File: src/rtl/core_lsu_dm_arbiter_if.sv
// ---------------------------------------------------------------------------
// core_lsu_dm_arbiter_if
// Bundles both LSU M2 request ports and the dram_manager request/response
// ports that core_lsu_dm_arbiter sits between.
//   master : arbiter view (consumes pN_* requests, drives dm_* requests)
//   slave  : environment view (LSU pipes + dram_manager)
// Port summary (N = 0 older pipe, N = 1 younger pipe):
//   pN_op_valid/type/addr -> pN_op_ready   op request, completion pulse
//   pN_we_valid/addr/data/strobe/sel/uncached -> pN_we_ready   write request
//   dm_op_valid/type/addr -> dm_op_ready   op channel to dram_manager
//   dm_we_valid/data/strobe/sel/uncached -> dm_we_ready   write channel
//
// Handshake semantics: an op request (pN_op_valid) is held by the requester
// until pN_op_ready pulses for one cycle; dropping valid early aborts it.
// dm_op_valid stays high for the whole grant and dm_op_ready is a one-cycle
// completion. A write transfers in any cycle where valid and ready are both
// high; ready may depend combinationally on valid.
// ---------------------------------------------------------------------------
`ifndef _DWAY_CNT
`define _DWAY_CNT 2
`endif

interface core_lsu_dm_arbiter_if #(
   parameter int WAY_CNT = `_DWAY_CNT
);
   logic                p0_op_valid;
   logic [3:0]          p0_op_type;
   logic [31:0]         p0_op_addr;
   logic                p0_op_ready;
   logic                p1_op_valid;
   logic [3:0]          p1_op_type;
   logic [31:0]         p1_op_addr;
   logic                p1_op_ready;

   logic                p0_we_valid;
   logic [31:0]         p0_we_addr;
   logic [31:0]         p0_we_data;
   logic [3:0]          p0_we_strobe;
   logic [WAY_CNT-1:0]  p0_we_sel;
   logic                p0_we_uncached;
   logic                p0_we_ready;
   logic                p1_we_valid;
   logic [31:0]         p1_we_addr;
   logic [31:0]         p1_we_data;
   logic [3:0]          p1_we_strobe;
   logic [WAY_CNT-1:0]  p1_we_sel;
   logic                p1_we_uncached;
   logic                p1_we_ready;

   logic                dm_op_valid;
   logic [3:0]          dm_op_type;
   logic [31:0]         dm_op_addr;
   logic                dm_op_ready;
   logic                dm_we_valid;
   logic [31:0]         dm_we_data;
   logic [3:0]          dm_we_strobe;
   logic [WAY_CNT-1:0]  dm_we_sel;
   logic                dm_we_uncached;
   logic                dm_we_ready;

   modport master (
      input  p0_op_valid, p0_op_type, p0_op_addr,
      input  p1_op_valid, p1_op_type, p1_op_addr,
      output p0_op_ready, p1_op_ready,
      input  p0_we_valid, p0_we_addr, p0_we_data, p0_we_strobe, p0_we_sel, p0_we_uncached,
      input  p1_we_valid, p1_we_addr, p1_we_data, p1_we_strobe, p1_we_sel, p1_we_uncached,
      output p0_we_ready, p1_we_ready,
      output dm_op_valid, dm_op_type, dm_op_addr,
      input  dm_op_ready,
      output dm_we_valid, dm_we_data, dm_we_strobe, dm_we_sel, dm_we_uncached,
      input  dm_we_ready
   );

   modport slave (
      output p0_op_valid, p0_op_type, p0_op_addr,
      output p1_op_valid, p1_op_type, p1_op_addr,
      input  p0_op_ready, p1_op_ready,
      output p0_we_valid, p0_we_addr, p0_we_data, p0_we_strobe, p0_we_sel, p0_we_uncached,
      output p1_we_valid, p1_we_addr, p1_we_data, p1_we_strobe, p1_we_sel, p1_we_uncached,
      input  p0_we_ready, p1_we_ready,
      input  dm_op_valid, dm_op_type, dm_op_addr,
      output dm_op_ready,
      input  dm_we_valid, dm_we_data, dm_we_strobe, dm_we_sel, dm_we_uncached,
      output dm_we_ready
   );
endinterface

File: src/rtl/core_lsu_dm_arbiter.sv
// ---------------------------------------------------------------------------
// core_lsu_dm_arbiter
// Shares one dram_manager op channel and one write channel between the two
// LSU M2 pipes (pipe0 older, pipe1 younger in program order).
//   clk, rst_n  : clock, synchronous active-low reset
//   bus         : core_lsu_dm_arbiter_if.master (all request/response ports)
//   dbg_state   : one-hot op FSM state (IDLE / GNT0 / GNT1)
//   dbg_starve  : pipe1 op-channel starvation counter
// The op channel is locked from grant until dm_op_ready. Writes are
// arbitrated combinationally in program order and are held off while they
// could collide with the in-flight op (uncached, or same cache index).
// ---------------------------------------------------------------------------
`ifndef _DWAY_CNT
`define _DWAY_CNT 2
`endif

module core_lsu_dm_arbiter #(
   parameter int WAY_CNT      = `_DWAY_CNT,
   parameter int IDX_LO       = 4,
   parameter int IDX_HI       = 11,
   parameter int STARVE_LIMIT = 8
) (
   input  logic                  clk,
   input  logic                  rst_n,
   core_lsu_dm_arbiter_if.master bus,
   output logic [2:0]            dbg_state,
   output logic [7:0]            dbg_starve
);

   typedef enum logic [2:0] {
      ST_IDLE = 3'b001,
      ST_GNT0 = 3'b010,
      ST_GNT1 = 3'b100
   } state_e;

   localparam logic [7:0] STARVE_MAX = 8'(STARVE_LIMIT);

   state_e      state_q, state_d;
   logic [3:0]  op_type_q, op_type_d;
   logic [31:0] op_addr_q, op_addr_d;
   logic [7:0]  starve_q, starve_d;
   logic        enter_gnt1;

   // ------------------------------------------------------------------
   // Op FSM next state, op latch and starvation counter
   // ------------------------------------------------------------------
   always_comb begin
      state_d    = state_q;
      op_type_d  = op_type_q;
      op_addr_d  = op_addr_q;
      starve_d   = starve_q;
      enter_gnt1 = 1'b0;

      case (state_q)
         ST_IDLE: begin
            // A saturated counter lets pipe1 jump ahead of pipe0.
            if ((starve_q == STARVE_MAX) && bus.p1_op_valid) begin
               state_d    = ST_GNT1;
               op_type_d  = bus.p1_op_type;
               op_addr_d  = bus.p1_op_addr;
               enter_gnt1 = 1'b1;
            end else if (bus.p0_op_valid) begin
               state_d   = ST_GNT0;
               op_type_d = bus.p0_op_type;
               op_addr_d = bus.p0_op_addr;
            end else if (bus.p1_op_valid) begin
               state_d    = ST_GNT1;
               op_type_d  = bus.p1_op_type;
               op_addr_d  = bus.p1_op_addr;
               enter_gnt1 = 1'b1;
            end
         end
         // The grant is held even if the requester aborts, so dram_manager
         // always finishes the op it started; the IDLE bubble afterwards
         // keeps a stale valid from being regranted.
         ST_GNT0, ST_GNT1: begin
            if (bus.dm_op_ready) state_d = ST_IDLE;
         end
         default: state_d = ST_IDLE;
      endcase

      if (!bus.p1_op_valid || enter_gnt1) begin
         starve_d = 8'd0;
      end else if ((state_q != ST_GNT1) && (starve_q != STARVE_MAX)) begin
         starve_d = starve_q + 8'd1;
      end
   end

   always_ff @(posedge clk) begin
      if (!rst_n) begin
         state_q   <= ST_IDLE;
         op_type_q <= 4'd0;
         op_addr_q <= 32'd0;
         starve_q  <= 8'd0;
      end else begin
         state_q   <= state_d;
         op_type_q <= op_type_d;
         op_addr_q <= op_addr_d;
         starve_q  <= starve_d;
      end
   end

   // ------------------------------------------------------------------
   // Op channel outputs (registered state, gated to 0 while in reset)
   // ------------------------------------------------------------------
   logic op_busy;
   logic op_out_en;

   assign op_busy   = (state_q == ST_GNT0) || (state_q == ST_GNT1);
   assign op_out_en = rst_n & op_busy;

   assign bus.dm_op_valid = op_out_en;
   assign bus.dm_op_type  = op_out_en ? op_type_q : 4'd0;
   assign bus.dm_op_addr  = op_out_en ? op_addr_q : 32'd0;

   assign bus.p0_op_ready = rst_n & (state_q == ST_GNT0) & bus.dm_op_ready & bus.p0_op_valid;
   assign bus.p1_op_ready = rst_n & (state_q == ST_GNT1) & bus.dm_op_ready & bus.p1_op_valid;

   // ------------------------------------------------------------------
   // Write path: hazard check and program-order selection
   // ------------------------------------------------------------------
   logic hazard_0, hazard_1;
   logic sel0, sel1;

   assign hazard_0 = op_busy & (bus.p0_we_uncached |
                     (bus.p0_we_addr[IDX_HI:IDX_LO] == op_addr_q[IDX_HI:IDX_LO]));
   assign hazard_1 = op_busy & (bus.p1_we_uncached |
                     (bus.p1_we_addr[IDX_HI:IDX_LO] == op_addr_q[IDX_HI:IDX_LO]));

   // Any pending pipe0 write, even a hazarded one, blocks pipe1 so stores
   // never reach the cache out of program order.
   assign sel0 = rst_n & bus.p0_we_valid & ~hazard_0;
   assign sel1 = rst_n & bus.p1_we_valid & ~bus.p0_we_valid & ~hazard_1;

   logic [31:0]        we_data_mux;
   logic [3:0]         we_strobe_mux;
   logic [WAY_CNT-1:0] we_sel_mux;
   logic               we_unc_mux;

   always_comb begin
      we_data_mux   = 32'd0;
      we_strobe_mux = 4'd0;
      we_sel_mux    = '0;
      we_unc_mux    = 1'b0;
      if (sel0) begin
         we_data_mux   = bus.p0_we_data;
         we_strobe_mux = bus.p0_we_strobe;
         we_sel_mux    = bus.p0_we_sel;
         we_unc_mux    = bus.p0_we_uncached;
      end else if (sel1) begin
         we_data_mux   = bus.p1_we_data;
         we_strobe_mux = bus.p1_we_strobe;
         we_sel_mux    = bus.p1_we_sel;
         we_unc_mux    = bus.p1_we_uncached;
      end
   end

   assign bus.dm_we_valid    = sel0 | sel1;
   assign bus.dm_we_data     = we_data_mux;
   assign bus.dm_we_strobe   = we_strobe_mux;
   assign bus.dm_we_sel      = we_sel_mux;
   assign bus.dm_we_uncached = we_unc_mux;

   assign bus.p0_we_ready = sel0 & bus.dm_we_ready;
   assign bus.p1_we_ready = sel1 & bus.dm_we_ready;

   // Only the index bits of the write address matter here.
   logic unused_we_addr;
   assign unused_we_addr = ^{bus.p0_we_addr, bus.p1_we_addr};

   assign dbg_state  = state_q;
   assign dbg_starve = starve_q;

endmodule

File: src/flat_wrapper.sv
// flat-port wrapper written by rule: the top's interface ports become plain ports
module core_lsu_dm_arbiter_flat 
#(
   parameter int WAY_CNT      = `_DWAY_CNT,
   parameter int IDX_LO       = 4,
   parameter int IDX_HI       = 11,
   parameter int STARVE_LIMIT = 8
)
  (clk, rst_n, dbg_state, dbg_starve, bus_p0_op_valid, bus_p0_op_type, bus_p0_op_addr, bus_p1_op_valid, bus_p1_op_type, bus_p1_op_addr, bus_p0_op_ready, bus_p1_op_ready, bus_p0_we_valid, bus_p0_we_addr, bus_p0_we_data, bus_p0_we_strobe, bus_p0_we_sel, bus_p0_we_uncached, bus_p1_we_valid, bus_p1_we_addr, bus_p1_we_data, bus_p1_we_strobe, bus_p1_we_sel, bus_p1_we_uncached, bus_p0_we_ready, bus_p1_we_ready, bus_dm_op_valid, bus_dm_op_type, bus_dm_op_addr, bus_dm_op_ready, bus_dm_we_valid, bus_dm_we_data, bus_dm_we_strobe, bus_dm_we_sel, bus_dm_we_uncached, bus_dm_we_ready);
  core_lsu_dm_arbiter_if #(.WAY_CNT(WAY_CNT)) bus_i ();
  input  logic clk;
  input  logic rst_n;
  output logic [2:0] dbg_state;
  output logic [7:0] dbg_starve;
  input wire logic [$bits(bus_i.p0_op_valid)-1:0] bus_p0_op_valid;
  input wire logic [$bits(bus_i.p0_op_type)-1:0] bus_p0_op_type;
  input wire logic [$bits(bus_i.p0_op_addr)-1:0] bus_p0_op_addr;
  input wire logic [$bits(bus_i.p1_op_valid)-1:0] bus_p1_op_valid;
  input wire logic [$bits(bus_i.p1_op_type)-1:0] bus_p1_op_type;
  input wire logic [$bits(bus_i.p1_op_addr)-1:0] bus_p1_op_addr;
  output wire logic [$bits(bus_i.p0_op_ready)-1:0] bus_p0_op_ready;
  output wire logic [$bits(bus_i.p1_op_ready)-1:0] bus_p1_op_ready;
  input wire logic [$bits(bus_i.p0_we_valid)-1:0] bus_p0_we_valid;
  input wire logic [$bits(bus_i.p0_we_addr)-1:0] bus_p0_we_addr;
  input wire logic [$bits(bus_i.p0_we_data)-1:0] bus_p0_we_data;
  input wire logic [$bits(bus_i.p0_we_strobe)-1:0] bus_p0_we_strobe;
  input wire logic [$bits(bus_i.p0_we_sel)-1:0] bus_p0_we_sel;
  input wire logic [$bits(bus_i.p0_we_uncached)-1:0] bus_p0_we_uncached;
  input wire logic [$bits(bus_i.p1_we_valid)-1:0] bus_p1_we_valid;
  input wire logic [$bits(bus_i.p1_we_addr)-1:0] bus_p1_we_addr;
  input wire logic [$bits(bus_i.p1_we_data)-1:0] bus_p1_we_data;
  input wire logic [$bits(bus_i.p1_we_strobe)-1:0] bus_p1_we_strobe;
  input wire logic [$bits(bus_i.p1_we_sel)-1:0] bus_p1_we_sel;
  input wire logic [$bits(bus_i.p1_we_uncached)-1:0] bus_p1_we_uncached;
  output wire logic [$bits(bus_i.p0_we_ready)-1:0] bus_p0_we_ready;
  output wire logic [$bits(bus_i.p1_we_ready)-1:0] bus_p1_we_ready;
  output wire logic [$bits(bus_i.dm_op_valid)-1:0] bus_dm_op_valid;
  output wire logic [$bits(bus_i.dm_op_type)-1:0] bus_dm_op_type;
  output wire logic [$bits(bus_i.dm_op_addr)-1:0] bus_dm_op_addr;
  input wire logic [$bits(bus_i.dm_op_ready)-1:0] bus_dm_op_ready;
  output wire logic [$bits(bus_i.dm_we_valid)-1:0] bus_dm_we_valid;
  output wire logic [$bits(bus_i.dm_we_data)-1:0] bus_dm_we_data;
  output wire logic [$bits(bus_i.dm_we_strobe)-1:0] bus_dm_we_strobe;
  output wire logic [$bits(bus_i.dm_we_sel)-1:0] bus_dm_we_sel;
  output wire logic [$bits(bus_i.dm_we_uncached)-1:0] bus_dm_we_uncached;
  input wire logic [$bits(bus_i.dm_we_ready)-1:0] bus_dm_we_ready;
  assign bus_i.p0_op_valid = bus_p0_op_valid;
  assign bus_i.p0_op_type = bus_p0_op_type;
  assign bus_i.p0_op_addr = bus_p0_op_addr;
  assign bus_i.p1_op_valid = bus_p1_op_valid;
  assign bus_i.p1_op_type = bus_p1_op_type;
  assign bus_i.p1_op_addr = bus_p1_op_addr;
  assign bus_p0_op_ready = bus_i.p0_op_ready;
  assign bus_p1_op_ready = bus_i.p1_op_ready;
  assign bus_i.p0_we_valid = bus_p0_we_valid;
  assign bus_i.p0_we_addr = bus_p0_we_addr;
  assign bus_i.p0_we_data = bus_p0_we_data;
  assign bus_i.p0_we_strobe = bus_p0_we_strobe;
  assign bus_i.p0_we_sel = bus_p0_we_sel;
  assign bus_i.p0_we_uncached = bus_p0_we_uncached;
  assign bus_i.p1_we_valid = bus_p1_we_valid;
  assign bus_i.p1_we_addr = bus_p1_we_addr;
  assign bus_i.p1_we_data = bus_p1_we_data;
  assign bus_i.p1_we_strobe = bus_p1_we_strobe;
  assign bus_i.p1_we_sel = bus_p1_we_sel;
  assign bus_i.p1_we_uncached = bus_p1_we_uncached;
  assign bus_p0_we_ready = bus_i.p0_we_ready;
  assign bus_p1_we_ready = bus_i.p1_we_ready;
  assign bus_dm_op_valid = bus_i.dm_op_valid;
  assign bus_dm_op_type = bus_i.dm_op_type;
  assign bus_dm_op_addr = bus_i.dm_op_addr;
  assign bus_i.dm_op_ready = bus_dm_op_ready;
  assign bus_dm_we_valid = bus_i.dm_we_valid;
  assign bus_dm_we_data = bus_i.dm_we_data;
  assign bus_dm_we_strobe = bus_i.dm_we_strobe;
  assign bus_dm_we_sel = bus_i.dm_we_sel;
  assign bus_dm_we_uncached = bus_i.dm_we_uncached;
  assign bus_i.dm_we_ready = bus_dm_we_ready;
  core_lsu_dm_arbiter #(.WAY_CNT(WAY_CNT), .IDX_LO(IDX_LO), .IDX_HI(IDX_HI), .STARVE_LIMIT(STARVE_LIMIT)) u_core (.clk(clk), .rst_n(rst_n), .bus(bus_i), .dbg_state(dbg_state), .dbg_starve(dbg_starve));
endmodule
File: config.mk
export PLATFORM = sky130hd
export DESIGN_NAME = core_lsu_dm_arbiter_flat
export DESIGN_NICKNAME = d
export VERILOG_FILES = /design/src/rtl/core_lsu_dm_arbiter_if.sv /design/src/rtl/core_lsu_dm_arbiter.sv /design/src/flat_wrapper.sv
export SDC_FILE = /design/constraint.sdc
export NUM_CORES = 1
export LEC_CHECK = 0
export CAP_MARGIN = 25
export CORE_AREA = 10 10 112 114
export CTS_CLUSTER_SIZE = 24
export DETAILED_ROUTE_END_ITERATION = 8
export DIE_AREA = 0 0 122 124
export GPL_TIMING_DRIVEN = 0
export PLACE_DENSITY = 0.85
export SYNTH_ARGS = -nofsm -noshare
export SYNTH_HDL_FRONTEND = slang
export SYNTH_SLANG_ARGS = --single-unit
File: constraint.sdc
create_clock -name clk -period 3.8 [get_ports clk]
set_input_delay 0.76 -clock clk [delete_from_list [all_inputs] [get_ports clk]]
set_output_delay 0.76 -clock clk [all_outputs]
set_load 0.005 [all_outputs]
# After elaboration in Yosys (flattened, before gate mapping)

Cells that the tools add are included.

$add $sub $neg: 1
Equality and inequality tests: 10
Muxes and demuxes: 25
Bitwise gates (word level): 23
Reductions and logical operators: 10

Operators by type and width:

| cell                | number |
|---|---|
| $mux 32             | 6 |
| $mux 4              | 6 |
| $and 1x1->1         | 16 |
| $eq 8x8->1          | 2 |
| $mux 3              | 4 |
| $add 8x1->8 const B | 1 |
| $eq 8x4->1 const B  | 1 |
| $ne 8x4->1 const B  | 1 |
| $mux 1              | 6 |
| $pmux 3 s2          | 1 |
| $mux 2              | 2 |
| $ne 4x3->1 const B  | 1 |
| $not 1->1           | 4 |
| $reduce_and 2->1    | 2 |
| $reduce_or 2->1     | 2 |
| $eq 3x1->1 const B  | 1 |
| $eq 3x2->1 const B  | 1 |
| $eq 3x3->1 const B  | 1 |
| $ne 3x3->1 const B  | 1 |
| $or 1x1->1          | 3 |
| $reduce_bool 3->1   | 1 |
| $logic_and 1x1->1   | 2 |
| $logic_or 1x1->1    | 2 |
| $ne 2x2->1 const B  | 1 |
| $logic_not 1->1     | 1 |

Register bits after elaboration: 47
Input bits: 222
Output and inout port bits: 92
Logic and storage cells: 73

# Depth between registers and ports, before layout

Depth after elaboration: 7
Mapped depth: 8
Gate-level depth less buffers: 7

# Worst setup path after synthesis

OpenSTA, ideal clock, no wires.

Path type: input to output
Start: input bus_p1_we_addr[6]
End: output bus_dm_we_data[26]
Arrival time: 1826 ps
Required time: 3040 ps
Setup slack: 1214 ps
Cell stages on the path: 6
Path buffers: 1
Cells stage by stage: xor2_1 nor4_1 nand2_1 a21o_1 clkbuf_1 a22o_1

Longest elaborated chain between the ends: 7

RTL lines:

| what            | line                       | text |
|---|---|---|
| start, declared | flat_wrapper.sv:30         | `input wire logic [$bits(bus_i.p1_we_addr)-1:0] bus_p1_we_addr;` |
| $eq 8x8->1      | core_lsu_dm_arbiter.sv:128 | `(bus.p1_we_addr[IDX_HI:IDX_LO] == op_addr_q[IDX_HI:IDX_LO]));` |
| $or 1x1->1      | core_lsu_dm_arbiter.sv:127 | `assign hazard_1 = op_busy & (bus.p1_we_uncached \|` |
| $and 1x1->1     | core_lsu_dm_arbiter.sv:127 |  |
| $not 1->1       | core_lsu_dm_arbiter.sv:133 | `assign sel1 = rst_n & bus.p1_we_valid & ~bus.p0_we_valid & ~hazard_1;` |
| $and 1x1->1     | core_lsu_dm_arbiter.sv:133 |  |
| $mux 32         | core_lsu_dm_arbiter.sv:150 | `end else if (sel1) begin` |
| $mux 32         | core_lsu_dm_arbiter.sv:145 | `if (sel0) begin` |
| end, declared   | flat_wrapper.sv:42         | `output wire logic [$bits(bus_i.dm_we_data)-1:0] bus_dm_we_data;` |

No other way between the ends.

# Worst setup path after layout

Start: input bus_p1_we_addr[6]
End: output bus_dm_we_data[23]

The elaborated chain is that of the path after synthesis.

==> results list <==
- Dividing the final minimum period by the clock period gives 0.968.
- By area the synthesized netlist is led by sky130_fd_sc_hd__dfxtp_1, sky130_fd_sc_hd__mux2i_1, sky130_fd_sc_hd__a22o_1, sky130_fd_sc_hd__and3_1, sky130_fd_sc_hd__a21oi_1.
- Standard-cell rows: 37
- Setup Skew: 0.00728 ns
- After the first detailed-routing iteration, the DRC count stood at 173.
* Detail Route Antenna Nets: 0
- Clock slew at reported path FFs: 0.08 ns
- The number of setup buffers added after CTS is 0.
- In the synthesized netlist, the number of instances is 355.
* Crit path kind: in -> out
- Dividing the synthesized area by the synthesized cell count gives 8.35 µm².
- Post-layout utilization of the core: 0.576
* Final worst slack: 0.120 ns
* Number of global-route vias before repair: 4054
- In this run the tool buffered the top-level ports with 265 buffer cells.
- Starting density of the core: 0.290
- STA classifies the critical path startpoint as a primary input.
- Count of vias placed by the detailed router: 3900
- In this run the worst hold path is classified as reg -> reg.
- The first global-routing pass estimated 22300 µm of wire.
- Max transition margin: 0.607
* Result of the run: completed
- H-tree levels: 2
* Final setup vio count: 0
* Launch instance of the worst register-to-register path: u_core.dbg_starve[0]$_SDFFE_PP0P_
* Final HPWL from detailed placement: 13400 µm
- Hold wc startpoint: u_core.dbg_starve[7]$_SDFFE_PP0P_
* Tightest Pin Transition: 0.586 ns
- Counting instances, the worst hold path has a depth of 2.
- STA classifies the critical path endpoint as a primary output.
- Largest net degree at the start of global routing: 14
- The commonest cells after synthesis are sky130_fd_sc_hd__dfxtp_1, sky130_fd_sc_hd__a21oi_1, sky130_fd_sc_hd__a22o_1, sky130_fd_sc_hd__and3_1, sky130_fd_sc_hd__mux2i_1.
- Max Clk Rate: 0.272 GHz
- Clock root buffer master: sky130_fd_sc_hd__clkbuf_8
- For this run, the total global-route usage over all layers was measured as 0.185.
* Origin of the worst setup path: bus_p1_we_addr[6]
- From left edge to right edge, the die measures 122 µm.
* Register area: 941 µm²
* GPL Wtd Cong: 0.862
* Final hold violation count: 0
- The die covers 15100 µm².
- Area share of the largest cell type after synthesis: 0.317
- Number of vias per cell after detailed routing: 5.10
- Max-cap violations: 0
- For this run, design rule violations remaining after detail routing come to 0.
* Maximum vdd drop: 0.152 mV
- Nets@finish: 851
- Number of fillers in the final layout: 947
* Antenna violations before repair: 1
- Adding up every negative setup slack in the final design gives 0 ns.
- After global routing the overflow that remains totals 0.
- Setup repair after global routing missed its margin: false
- After detailed routing, the average wire length per cell comes to 20.4 µm.
- Clock latency reported for the late side of the worst-skew pair: 0.29 ns
* Pwr dens: 260 nW/µm²
- By instance count, the leading cell after synthesis is sky130_fd_sc_hd__dfxtp_1.
- Counting cells, the worst reg-to-reg path comes to 8.
- The number of clock buffers added by TritonCTS is 5.
- The share of the Yosys chip area taken by registers is 0.317.
- Die outline height: 124 µm
- For this run, asynchronously set or reset flops after synthesis account for 0.
- Clock tree from TritonCTS: yes
- Placement Setup Slack: -0.145 ns
* Clock tree buffer depth: 2
- Critical path arrival: 2.92 ns
* Data required time at the worst endpoint: 3.04 ns
- Overall routed net length: 15600 µm
* Cell area after synthesis: 2960 µm²
- The clock period could shrink to 3.68 ns.
* Iteration count of the initial detailed-routing pass: 4
* Share of cells above drive strength 1: 0.0351
- The area growth from synthesis to layout is 98.9%.
- Leak Pwr: 2.42 nW
- Dominant synthesized flop cell: sky130_fd_sc_hd__dfxtp_1
- Netlist cell types: 37
- EDFF count, synth: 0
- Sinks on Clock Net: 47
- Count of boundary I/O pins: 314
- Largest driver fanout on the critical path: 10
* Number of storage elements in the synthesis netlist: 47
- Net Count, Synth: 579
* CORE AREA: 10200 µm²
- Of all cell types, the one taking the most synthesized area is sky130_fd_sc_hd__dfxtp_1.
* Multi-input combinational cell area: 1870 µm²
* Count of yosys warnings during synthesis: 0
* Number of pins with negative max-slew slack in the final report: 0
[area by class of cell]
| class | instances | share of cell area |
|---|---|---|
| Timing Repair Buffer | 265 | 0.450 |
| Multi-Input combinational cell | 272 | 0.317 |
| Sequential cell | 47 | 0.160 |
| Tap cell | 136 | 0.0289 |
| Buffer | 32 | 0.0242 |
| Clock buffer | 6 | 0.0123 |
| Clock inverter | 1 | 0.00509 |
| Inverter | 4 | 0.00255 |
| Antenna cell | 1 | 0.000424 |
[cell families after synthesis]
group                    after synthesis  share of synthesized area
buffers and inverters                 36                     0.0511
multiplexers                          36                      0.122
flip-flops                            47                      0.317
AND/OR/NAND/NOR                       85                      0.164
XOR/XNOR                              22                     0.0650
AO/OA/AOI/OAI                        127                      0.272
adder cells (fa/ha/maj)                2                    0.00844
[final timing paths]
check	slack [ns]	to
max	0.12	bus_dm_we_data[23]
min	0.54	u_core.dbg_starve[7]$_SDFFE_PP0P_
min reg2reg	0.54	u_core.dbg_starve[7]$_SDFFE_PP0P_
max reg2reg	1.57	u_core.op_addr_q[20]$_SDFFE_PN0P_
[timing repair]
action                     in CTS  in global routing
hold buffers                    0                  0
gates resized for setup         4                  4
setup endpoints to repair      41                 15
pin swaps                       0                  0
[cells in the final DEF (no fill, tap or decap), drive strengths merged, types with 2 or more instances in the layout]
| master | instances |
|---|---|
| a22o | 39 |
| a21oi | 40 |
| clkbuf | 31 |
| xor2 | 12 |
| a31oi | 2 |
| clkdlybuf4s50 | 264 |
| inv | 4 |
| and2 | 3 |
| and3 | 37 |
| mux2i | 36 |
| nor4 | 2 |
| o21ai | 41 |
| nand2 | 7 |
| nor2 | 18 |
| dfxtp | 47 |
| nand4 | 5 |
| buf | 7 |
| ha | 2 |
| xnor2 | 10 |
| or3 | 2 |
| nand2b | 2 |
| nor3 | 2 |
[metrics by stage]
stage                     total power (W)  instance area, µm²  cells  hold WS (ns)
after floorplan                  0.000821                2960    355         0.487
after global placement            0.00116                5790    756         0.493
after detailed placement          0.00118                5790    756         0.520
after CTS                         0.00154                5890    763         0.539
after global routing              0.00161                5890    763         0.575
final                             0.00153                5900    764         0.538
[per-layer routing]
metal | part of all wire | up-vias | track usage | wire length (µm)
li1 | - | 1852 | - | -
met5 | 0 | - | 0 | 0
met3 | 0.10 | 14 | 0.0688 | 1610
met2 | 0.52 | 188 | 0.355 | 8130
met4 | 0.011 | 0 | 0.0350 | 172
met1 | 0.36 | 1846 | 0.188 | 5670
[worst max-delay path: stages]
cell and delay, ns:
sky130_fd_sc_hd__clkdlybuf4s50_1 0.41, sky130_fd_sc_hd__xor2_1 0.15, sky130_fd_sc_hd__nor4_1 0.34, sky130_fd_sc_hd__nand2_1 0.09
sky130_fd_sc_hd__a21o_1 0.22, sky130_fd_sc_hd__buf_2 0.20, sky130_fd_sc_hd__a22o_1 0.27, sky130_fd_sc_hd__clkdlybuf4s50_1 0.47
[state kept, by name, indices dropped and copies added (netlist names)]
name,count
u_core.op_addr_q,32
u_core.op_type_q,4
u_core.dbg_state,3
u_core.dbg_starve,8
[where the power goes]
group,switching (W),internal (W),leakage [nW]
logic,0.000229,0.000350,1.98
registers,0.0000428,0.000552,0.389
clock network,0.000165,0.000193,0.0513
total,0.000436,0.00109,2.42
Power figures use the tool's default switching activity.
